File: src/rtl/alu_pkg.sv
`default_nettype none
// +--------------------------------------------------------------------+
// | alu_pkg                                                             |
// | Opcode encoding, command/state types shared by the ALU issuer.     |
// | Revision: 1.0                                                       |
// +--------------------------------------------------------------------+
package alu_pkg;

    localparam int OP_W = 4;

    localparam logic [OP_W-1:0] OP_ADD        = 4'd0;
    localparam logic [OP_W-1:0] OP_SUB        = 4'd1;
    localparam logic [OP_W-1:0] OP_AND        = 4'd2;
    localparam logic [OP_W-1:0] OP_OR         = 4'd3;
    localparam logic [OP_W-1:0] OP_XOR        = 4'd4;
    localparam logic [OP_W-1:0] OP_NOT        = 4'd5;
    localparam logic [OP_W-1:0] OP_LAST_LEGAL = 4'd5;

    // ALU-facing part of a command; the issuer pairs it with a tag of its own width
    typedef struct packed {
        logic [OP_W-1:0] op;
        logic [31:0]     a;
        logic [31:0]     b;
    } alu_cmd_t;

    typedef enum logic [0:0] {
        ST_IDLE = 1'b0,
        ST_RSP  = 1'b1
    } issue_state_t;

endpackage : alu_pkg
`default_nettype wire

File: src/rtl/alu_cmd_fifo.sv
`default_nettype none
// +--------------------------------------------------------------------+
// | alu_cmd_fifo                                                        |
// | Generic synchronous FIFO with full/empty flags (DEPTH power of 2). |
// | Revision: 1.0                                                       |
// +--------------------------------------------------------------------+
module alu_cmd_fifo #(
    parameter int DEPTH = 4,
    parameter int WIDTH = 8
) (
    input  logic             clk,
    input  logic             rst_n,
    input  logic             push,
    input  logic [WIDTH-1:0] wdata,
    input  logic             pop,
    output logic [WIDTH-1:0] rdata,
    output logic             full,
    output logic             empty
);

    localparam int PTR_W = $clog2(DEPTH);
    localparam int CNT_W = $clog2(DEPTH + 1);

    logic [WIDTH-1:0] mem_q [DEPTH];
    logic [WIDTH-1:0] mem_d [DEPTH];
    logic [PTR_W-1:0] wr_ptr_q, wr_ptr_d;
    logic [PTR_W-1:0] rd_ptr_q, rd_ptr_d;
    logic [CNT_W-1:0] count_q, count_d;
    logic             do_push;
    logic             do_pop;

    assign full    = (count_q == CNT_W'(DEPTH));
    assign empty   = (count_q == '0);
    assign do_push = push && !full;
    assign do_pop  = pop && !empty;
    assign rdata   = mem_q[rd_ptr_q];

    // Pointers wrap naturally because DEPTH is a power of two
    always_comb begin
        mem_d    = mem_q;
        wr_ptr_d = wr_ptr_q;
        rd_ptr_d = rd_ptr_q;
        count_d  = count_q;
        if (do_push) begin
            mem_d[wr_ptr_q] = wdata;
            wr_ptr_d        = wr_ptr_q + 1'b1;
        end
        if (do_pop) begin
            rd_ptr_d = rd_ptr_q + 1'b1;
        end
        case ({do_push, do_pop})
            2'b10:   count_d = count_q + 1'b1;
            2'b01:   count_d = count_q - 1'b1;
            default: count_d = count_q;
        endcase
    end

    always_ff @(posedge clk) begin
        mem_q <= mem_d;
    end

    always_ff @(posedge clk or negedge rst_n) begin
        if (!rst_n) begin
            wr_ptr_q <= '0;
            rd_ptr_q <= '0;
            count_q  <= '0;
        end else begin
            wr_ptr_q <= wr_ptr_d;
            rd_ptr_q <= rd_ptr_d;
            count_q  <= count_d;
        end
    end

endmodule : alu_cmd_fifo
`default_nettype wire

File: src/rtl/alu_cmd_issuer.sv
`default_nettype none
// +--------------------------------------------------------------------+
// | alu_cmd_issuer                                                      |
// | Buffers ALU commands, drives the ALU from the FIFO head and        |
// | captures result/zero/overflow into a backpressured response.       |
// | Revision: 1.0                                                       |
// +--------------------------------------------------------------------+
module alu_cmd_issuer
    import alu_pkg::*;
#(
    parameter int DEPTH = 4,
    parameter int TAG_W = 4
) (
    input  logic             clk,
    input  logic             rst_n,
    input  logic             cmd_valid,
    output logic             cmd_ready,
    input  logic [3:0]       cmd_op,
    input  logic [31:0]      cmd_a,
    input  logic [31:0]      cmd_b,
    input  logic [TAG_W-1:0] cmd_tag,
    output logic [31:0]      alu_a,
    output logic [31:0]      alu_b,
    output logic [3:0]       alu_op,
    input  logic [31:0]      alu_result,
    input  logic             alu_zero,
    output logic             rsp_valid,
    input  logic             rsp_ready,
    output logic [31:0]      rsp_result,
    output logic             rsp_zero,
    output logic             rsp_ovf,
    output logic             rsp_err,
    output logic [TAG_W-1:0] rsp_tag,
    output logic             busy
);

    typedef struct packed {
        alu_cmd_t         cmd;
        logic [TAG_W-1:0] tag;
    } fifo_entry_t;

    fifo_entry_t  fifo_wdata;
    fifo_entry_t  head;
    logic         fifo_full;
    logic         fifo_empty;
    logic         fifo_push;
    logic         fifo_pop;

    issue_state_t     state_q, state_d;
    logic [31:0]      rsp_result_q, rsp_result_d;
    logic             rsp_zero_q, rsp_zero_d;
    logic             rsp_ovf_q, rsp_ovf_d;
    logic             rsp_err_q, rsp_err_d;
    logic [TAG_W-1:0] rsp_tag_q, rsp_tag_d;

    logic             capture;
    logic             illegal;
    logic             ovf;

    assign cmd_ready      = !fifo_full;
    assign fifo_push      = cmd_valid && !fifo_full;
    assign fifo_wdata.cmd = '{op: cmd_op, a: cmd_a, b: cmd_b};
    assign fifo_wdata.tag = cmd_tag;

    alu_cmd_fifo #(
        .DEPTH (DEPTH),
        .WIDTH ($bits(fifo_entry_t))
    ) u_fifo (
        .clk   (clk),
        .rst_n (rst_n),
        .push  (fifo_push),
        .wdata (fifo_wdata),
        .pop   (fifo_pop),
        .rdata (head),
        .full  (fifo_full),
        .empty (fifo_empty)
    );

    assign alu_a  = fifo_empty ? '0 : head.cmd.a;
    assign alu_b  = fifo_empty ? '0 : head.cmd.b;
    assign alu_op = fifo_empty ? '0 : head.cmd.op;

    // The ALU ties its overflow low, so signed overflow is derived from operand/result signs
    always_comb begin
        illegal = (head.cmd.op > OP_LAST_LEGAL);
        case (head.cmd.op)
            OP_ADD:  ovf = (head.cmd.a[31] == head.cmd.b[31]) && (alu_result[31] != head.cmd.a[31]);
            OP_SUB:  ovf = (head.cmd.a[31] != head.cmd.b[31]) && (alu_result[31] != head.cmd.a[31]);
            default: ovf = 1'b0;
        endcase
    end

    // A response drained this cycle can be refilled on the same edge
    assign capture = !fifo_empty && ((state_q == ST_IDLE) || rsp_ready);

    always_comb begin
        state_d      = state_q;
        rsp_result_d = rsp_result_q;
        rsp_zero_d   = rsp_zero_q;
        rsp_ovf_d    = rsp_ovf_q;
        rsp_err_d    = rsp_err_q;
        rsp_tag_d    = rsp_tag_q;
        fifo_pop     = 1'b0;
        if (capture) begin
            state_d   = ST_RSP;
            fifo_pop  = 1'b1;
            rsp_tag_d = head.tag;
            rsp_err_d = illegal;
            if (illegal) begin
                rsp_result_d = '0;
                rsp_zero_d   = 1'b1;
                rsp_ovf_d    = 1'b0;
            end else begin
                rsp_result_d = alu_result;
                rsp_zero_d   = alu_zero;
                rsp_ovf_d    = ovf;
            end
        end else if ((state_q == ST_RSP) && rsp_ready) begin
            state_d = ST_IDLE;
        end
    end

    always_ff @(posedge clk or negedge rst_n) begin
        if (!rst_n) begin
            state_q      <= ST_IDLE;
            rsp_result_q <= '0;
            rsp_zero_q   <= 1'b0;
            rsp_ovf_q    <= 1'b0;
            rsp_err_q    <= 1'b0;
            rsp_tag_q    <= '0;
        end else begin
            state_q      <= state_d;
            rsp_result_q <= rsp_result_d;
            rsp_zero_q   <= rsp_zero_d;
            rsp_ovf_q    <= rsp_ovf_d;
            rsp_err_q    <= rsp_err_d;
            rsp_tag_q    <= rsp_tag_d;
        end
    end

    assign rsp_valid  = (state_q == ST_RSP);
    assign rsp_result = rsp_result_q;
    assign rsp_zero   = rsp_zero_q;
    assign rsp_ovf    = rsp_ovf_q;
    assign rsp_err    = rsp_err_q;
    assign rsp_tag    = rsp_tag_q;
    assign busy       = !fifo_empty || rsp_valid;

endmodule : alu_cmd_issuer
`default_nettype wire

File: config.mk
export PLATFORM = sky130hd
export DESIGN_NAME = alu_cmd_issuer
export DESIGN_NICKNAME = d
export VERILOG_FILES = /design/src/rtl/alu_pkg.sv /design/src/rtl/alu_cmd_fifo.sv /design/src/rtl/alu_cmd_issuer.sv
export SDC_FILE = /design/constraint.sdc
export NUM_CORES = 1
export LEC_CHECK = 0
export CORE_ASPECT_RATIO = 0.8
export CORE_UTILIZATION = 25
export CTS_CLUSTER_DIAMETER = 100
export DETAILED_ROUTE_END_ITERATION = 8
export MAX_ROUTING_LAYER = met4
export PLACE_DENSITY = 0.54
export SYNTH_ARGS = -nofsm -noshare
export SYNTH_HDL_FRONTEND = slang
export SYNTH_SLANG_ARGS = --single-unit
File: constraint.sdc
create_clock -name clk -period 3.3 [get_ports clk]
set_clock_uncertainty 0.05 [all_clocks]
set_input_delay 0.495 -clock clk [delete_from_list [all_inputs] [get_ports clk]]
set_output_delay 0.495 -clock clk [all_outputs]
set_load 0.05 [all_outputs]
== Yosys cells after proc, flatten, opt, wreduce, memory -nomap -nowiden ==
Cells that the tools add are included.
Cells by class
  add/subtract/negate cells: 4
  equality and inequality tests: 7
  bitwise operators: 3
  reduce and logical (&&, ||, !) cells: 16
  multiplexer cells: 17
  order comparisons: 4
Operators with widths (number)
  288-bit bitwise mux: 1
  72-bit 2-to-1 mux: 3
  72-bit binary-select mux with 2-bit select: 1
  72-bit demux with 2-bit select: 1
  32-bit 2-to-1 mux: 3
  1-bit logical AND: 8
  3-bit greater-or-equal comparator, second input constant: 2
  2-bit NOT with 3-bit output: 2
  3-bit case mux with 2 select lines: 1
  1-bit 2-to-1 mux: 5
  2-bit by 1-bit adder with 2-bit output, second input constant: 2
  4-bit by 1-bit equality test with 1-bit output, second input constant: 1
  4-bit by 3-bit greater-than comparator with 1-bit output, second input constant: 1
  4-bit zero test: 1
  4-bit 2-to-1 mux: 1
  2-bit nonzero test: 2
  3-bit by 1-bit adder with 3-bit output, second input constant: 1
  3-bit equality test, second input constant: 1
  3-bit zero test: 1
  3-bit by 1-bit < comparator with 1-bit output, second input constant: 1
  3-bit by 1-bit subtractor with 3-bit output, second input constant: 1
  2-bit by 1-bit equality test with 1-bit output, second input constant: 1
  2-bit equality test, second input constant: 1
  1-bit zero test: 2
  other kinds (5): 7
Word-level totals
  logic and storage cells: 64
  output and inout port bits: 110
  register bits after elaboration: 335
  input port bits: 109

== Longest topological paths before layout ==
  depth in word-level cells: 8
  mapped depth: 10
  gate-level depth less buffers: 10

== Cells and area by module ==
A second synthesis with hierarchy kept.
Unflattened totals
  cells, all modules: 591
  area total of the unflattened synthesis: 12824.8 um^2
Modules (own cells, without submodules)
  alu_cmd_fifo: instances 1, area each 10817.9 um^2, cells an instance 413, seq. area each 8823.5 um^2
  alu_cmd_issuer: instances 1, area each 2006.9 um^2, cells an instance 178, seq. area each 1001.0 um^2

== Worst setup path before layout ==
No wires, ideal clock.
  path type: reg2reg
  start: register u_fifo.count_q[0]
  end: register u_fifo.mem_q[0] (netlist bit), enable pin
  path slack: 0.103 ns
  clock period less this slack: 3.197 ns
  data arrival time: 2.708 ns
  setup time: 0.438 ns
  cell stages (with the launch flop): 4
  data required time: 2.812 ns
  buffers on the path: 0
  path through: dfrtp_1 inv_1 nand3_1 and3_1
On the way
  cells in the longest elaborated chain, start to end: 4
RTL lines
  start, declared: RTL line alu_cmd_fifo.sv:28  | logic [CNT_W-1:0] count_q, count_d;
  start signal, assigned: RTL line alu_cmd_fifo.sv:70  | count_q <= count_d;
  3-bit equality test (*): RTL line alu_cmd_fifo.sv:32  | assign full = (count_q == CNT_W'(DEPTH));
  1-bit zero test (*)
  via cmd_ready: RTL line alu_cmd_issuer.sv:17  | output logic cmd_ready,
  1-bit logical AND: RTL line alu_cmd_issuer.sv:61  | assign fifo_push = cmd_valid && !fifo_full;
  1-bit logical AND (*): RTL line alu_cmd_fifo.sv:34  | assign do_push = push && !full;
  end signal, assigned: RTL line alu_cmd_fifo.sv:59  | mem_q <= mem_d;
  end, declared: RTL line alu_cmd_fifo.sv:24  | logic [WIDTH-1:0] mem_q [DEPTH];
The timed path passes the listed nets; every way through them passes the cells marked *.
A chain may end at the register's enable or synchronous reset.

== Worst setup path after layout ==
  start: register u_fifo.rd_ptr_q[0]
  end: output port alu_op[2]
On the way
  cells in the longest elaborated chain, start to end: 5
RTL lines
  start, declared: RTL line alu_cmd_fifo.sv:27  | logic [PTR_W-1:0] rd_ptr_q, rd_ptr_d;
  start signal, assigned: RTL line alu_cmd_fifo.sv:69  | rd_ptr_q <= rd_ptr_d;
  2-bit NOT with 3-bit output (not written as such): RTL line alu_cmd_fifo.sv:36  | assign rdata = mem_q[rd_ptr_q];
  72-bit binary-select mux with 2-bit select: RTL line alu_cmd_fifo.sv:36
  72-bit 2-to-1 mux (not written as such) (2 in series): RTL line alu_cmd_fifo.sv:36
  4-bit 2-to-1 mux: RTL line alu_cmd_issuer.sv:81  | assign alu_op = fifo_empty ? '0 : head.cmd.op;
  end, declared: RTL line alu_cmd_issuer.sv:24  | output logic [3:0] alu_op,
No other way between the ends. The select of a mux whose other input is x is not followed.

==> impl_metrics.json <==
{
  "outcome": "complete, no violations",
  "cp-start-kind": "register",
  "netlist_area_um2": 12700,
  "initial_core_utilization_pct": 25.5,
  "via_per_inst": 4.17,
  "core.rowCount": 73,
  "fp.coreArea_um2": 50000,
  "crit_required_ns": 2.75,
  "dp_hpwl_um": 17300,
  "detail_route.wl_per_cell_um": 18.4,
  "number_of_clock_buffers_inserted_by_tritoncts": 36,
  "drt_first_pass_iters": 6,
  "setup_tns_ns": 0,
  "finalSetupViolCount": 0,
  "tightestPinTransition_ns": 0.901,
  "arrival_time_of_the_worst_setup_path_ns": 2.66,
  "wl_um": 28600,
  "postPlaceCellArea_um2": 15800,
  "synth_top_area_cell": "edfxtp_1",
  "vdd_drop_max_mv": 0.580,
  "initial_antenna_violation_count": 4,
  "n_fill_cell": 4759,
  "cts-root-to-sink-buffers": 3,
  "port_buffers": 218,
  "netlist.area_leader.share_pct": 68.0,
  "worstSetupPathType": "register to primary output",
  "synth_nets": 712,
  "critical_path.max_fanout": 11,
  "hold_viol": 0,
  "layout_worst_path_cycle_share_pct": 97.2,
  "worst_hold_path_type": "input pin to async pin",
  "clock.fmax_mhz": 312,
  "wire_length_of_the_first_global_routing_pass_um": 43000,
  "die_height_um": 204,
  "grt_use_total_pct": 11.5,
  "cts.clk_slew.worst_paths_ns": 0.06,
  "synthCells": 597,
  "cts.sink_count": 335,
  "power.density_nw_per_um2": 1090,
  "synth_seq_area_share_pct": 77.2,
  "clk_root_buffer_cell": "clkbuf_16",
  "layout.cell_area.non_filler_um2": 16900,
  "dieWidth_um": 254,
  "hold_slack_ns": 0.0499,
  "power_mw": 18.4,
  "power.leakage_nw": 5.86,
  "cts_htree_levels": 2,
  "vias": 6483,
  "synthToLayoutAreaGrowth_pct": 33.0,
  "gr-total-overflow": 0,
  "yosysWarnings": 0,
  "drc_markers": 0,
  "slew_violations": 0,
  "maxSlewHeadroom_pct": 39.9,
  "reg2reg_depth": 8,
  "postSynthAreaPerCell_um2": 21.3,
  "drive_above_1_share_pct": 21.9,
  "min_period_ns": 3.21,
  "grt_max_degree": 73,
  "boundaryPins": 219,
  "ant_nets": 0,
  "cts_hold_repair.buffers": 0,
  "clock_tree_from_tritoncts": "done",
  "post_synth_num_cell_types": 31,
  "grt_setup_unrepaired": "false",
  "fin_nets": 963,
  "place_congestion": 0.672,
  "initialDrtViolationCount": 390,
  "maxCapViolations": 0,
  "grt_pass1_vias": 6868,
  "fp.dieArea_um2": 51800,
  "synth.ff_latch_count": 335,
  "critPathCaptureType": "primary output",
  "clock_insertion_delay_worst_skew_ns": 0.53,
  "yosys-top-cells-area": "edfxtp_1 (68%), mux4_2 (13%), dfrtp_1 (9.2%)"
}
## worst max-delay path, cell delays in order, from the launching register on
cell	delay (ns)
dfrtp_4	0.58
mux4_2	0.65
nor2b_1	0.18
clkdlybuf4s50_1	0.71
## worst paths after layout
kind	startpoint	endpoint	slack, ns
max	u_fifo.rd_ptr_q[0]	alu_op[2]	0.09
min	rst_n	rsp_result[28]	0.05
max reg2reg	u_fifo.count_q[0]	u_fifo.count_q[1]	0.78
min reg2reg	rsp_tag[2]	rsp_tag[2]	0.43
max in group asynchronous	rst_n	rsp_result[24]	2.48
min in group clk	rsp_tag[2]	rsp_tag[2]	0.43
## cell families (layout without fill, tap and decap cells)
kind of cell	Yosys count	after routing	share of synthesized area [%]
muxes	73	73	12.8
adders and majority gates	6	6	0.649
xor gates and xnor gates	9	9	0.619
other	0	5	0
buffers and inverters	38	316	1.50
and+or+nand+nor	100	100	4.71
AOI/OAI and AO/OA	36	36	2.49
DFF	335	335	77.2
## synthesized netlist by cell type, drive strengths merged
master,count
or3,1
edfxtp,288
and3,4
clkinv,1
nor2,4
nand3,1
and2,1
nor2b,69
xor2,4
dfrtp,47
nand2b,2
o21ai,1
nand2,14
mux4,72
ha,5
clkbuf,10
mux2,1
a32o,1
or2,1
buf,20
a22o,32
nor4b,1
inv,7
xnor2,5
a21oi,2
nor3,2
fa,1
## flip-flops by register name, summed over array words and instances, names as in the netlist
name and cells:
u_fifo.count_q 3, rsp_valid 1, u_fifo.rd_ptr_q 2, u_fifo.mem_q 288, u_fifo.wr_ptr_q 2, rsp_ovf 1, rsp_tag 4, rsp_result 32
rsp_zero 1, rsp_err 1
## final cells by class
cell class | count | area (um^2) | share of cell area (%)
antenna | 5 | 12.5 | 0.0739
clock buffer | 41 | 941 | 5.56
clock inverter | 24 | 158 | 0.931
inverter | 8 | 30.0 | 0.177
multi-input combinational | 224 | 2740 | 16.2
sequential | 335 | 9830 | 58.1
tap | 675 | 845 | 4.99
timing repair buffer | 243 | 2370 | 14.0
## report_power, final
group          internal (mW)  switching (mW)  leakage [nW]
logic                   3.04            5.55          2.08
clock network           2.14            1.66         0.538
registers               5.67           0.361          3.23
total                   10.9            7.57          5.86
## per-stage QoR
stage	util [%]	setup slack, ns	cells
floorplan	-	0.103	597
global placement	31.6	0.366	1481
detailed placement	31.6	0.363	1481
CTS	33.8	0.00309	1550
global route	33.9	0.00400	1554
finish	33.9	0.0912	1555
## cell usage in the layout, fill, tap and decap left out, types with 2 or more instances in the layout
| cell type | n |
|---|---|
| a22o_1 | 32 |
| and3_4 | 4 |
| buf_12 | 8 |
| buf_4 | 46 |
| clkbuf_1 | 4 |
| clkbuf_16 | 37 |
| clkdlybuf4s50_1 | 157 |
| clkinv_1 | 10 |
| clkinv_2 | 7 |
| clkinv_4 | 3 |
| clkinvlp_4 | 2 |
| dfrtp_1 | 45 |
| dfrtp_4 | 2 |
| diode_2 | 5 |
| dlygate4sd2_1 | 25 |
| dlymetal6s2s_1 | 5 |
| edfxtp_1 | 288 |
| ha_1 | 5 |
| inv_1 | 7 |
| inv_6 | 2 |
| mux4_2 | 72 |
| nand2_1 | 14 |
| nand2b_1 | 2 |
| nor2_1 | 4 |
| nor2b_1 | 69 |
| xnor2_1 | 5 |
| xor2_1 | 4 |
## layer usage
metal	vias up	track usage [%]	part of all wire, %
met1	3346	14.5	45
li1	2910	-	-
met2	182	17.1	45
met4	0	3.33	1.9
met5	-	-	0
met3	45	4.28	8.1
## what timing repair did
| action | CTS | global route |
|---|---|---|
| cloned | 0 | 0 |
| setup endpoints to repair | 63 | 5 |
| hold endpoints to repair | 0 | 0 |
| gates resized for setup | 26 | 5 |
| buffers inserted | 4 | 0 |
No activity file was read; power rests on OpenSTA's default activity.
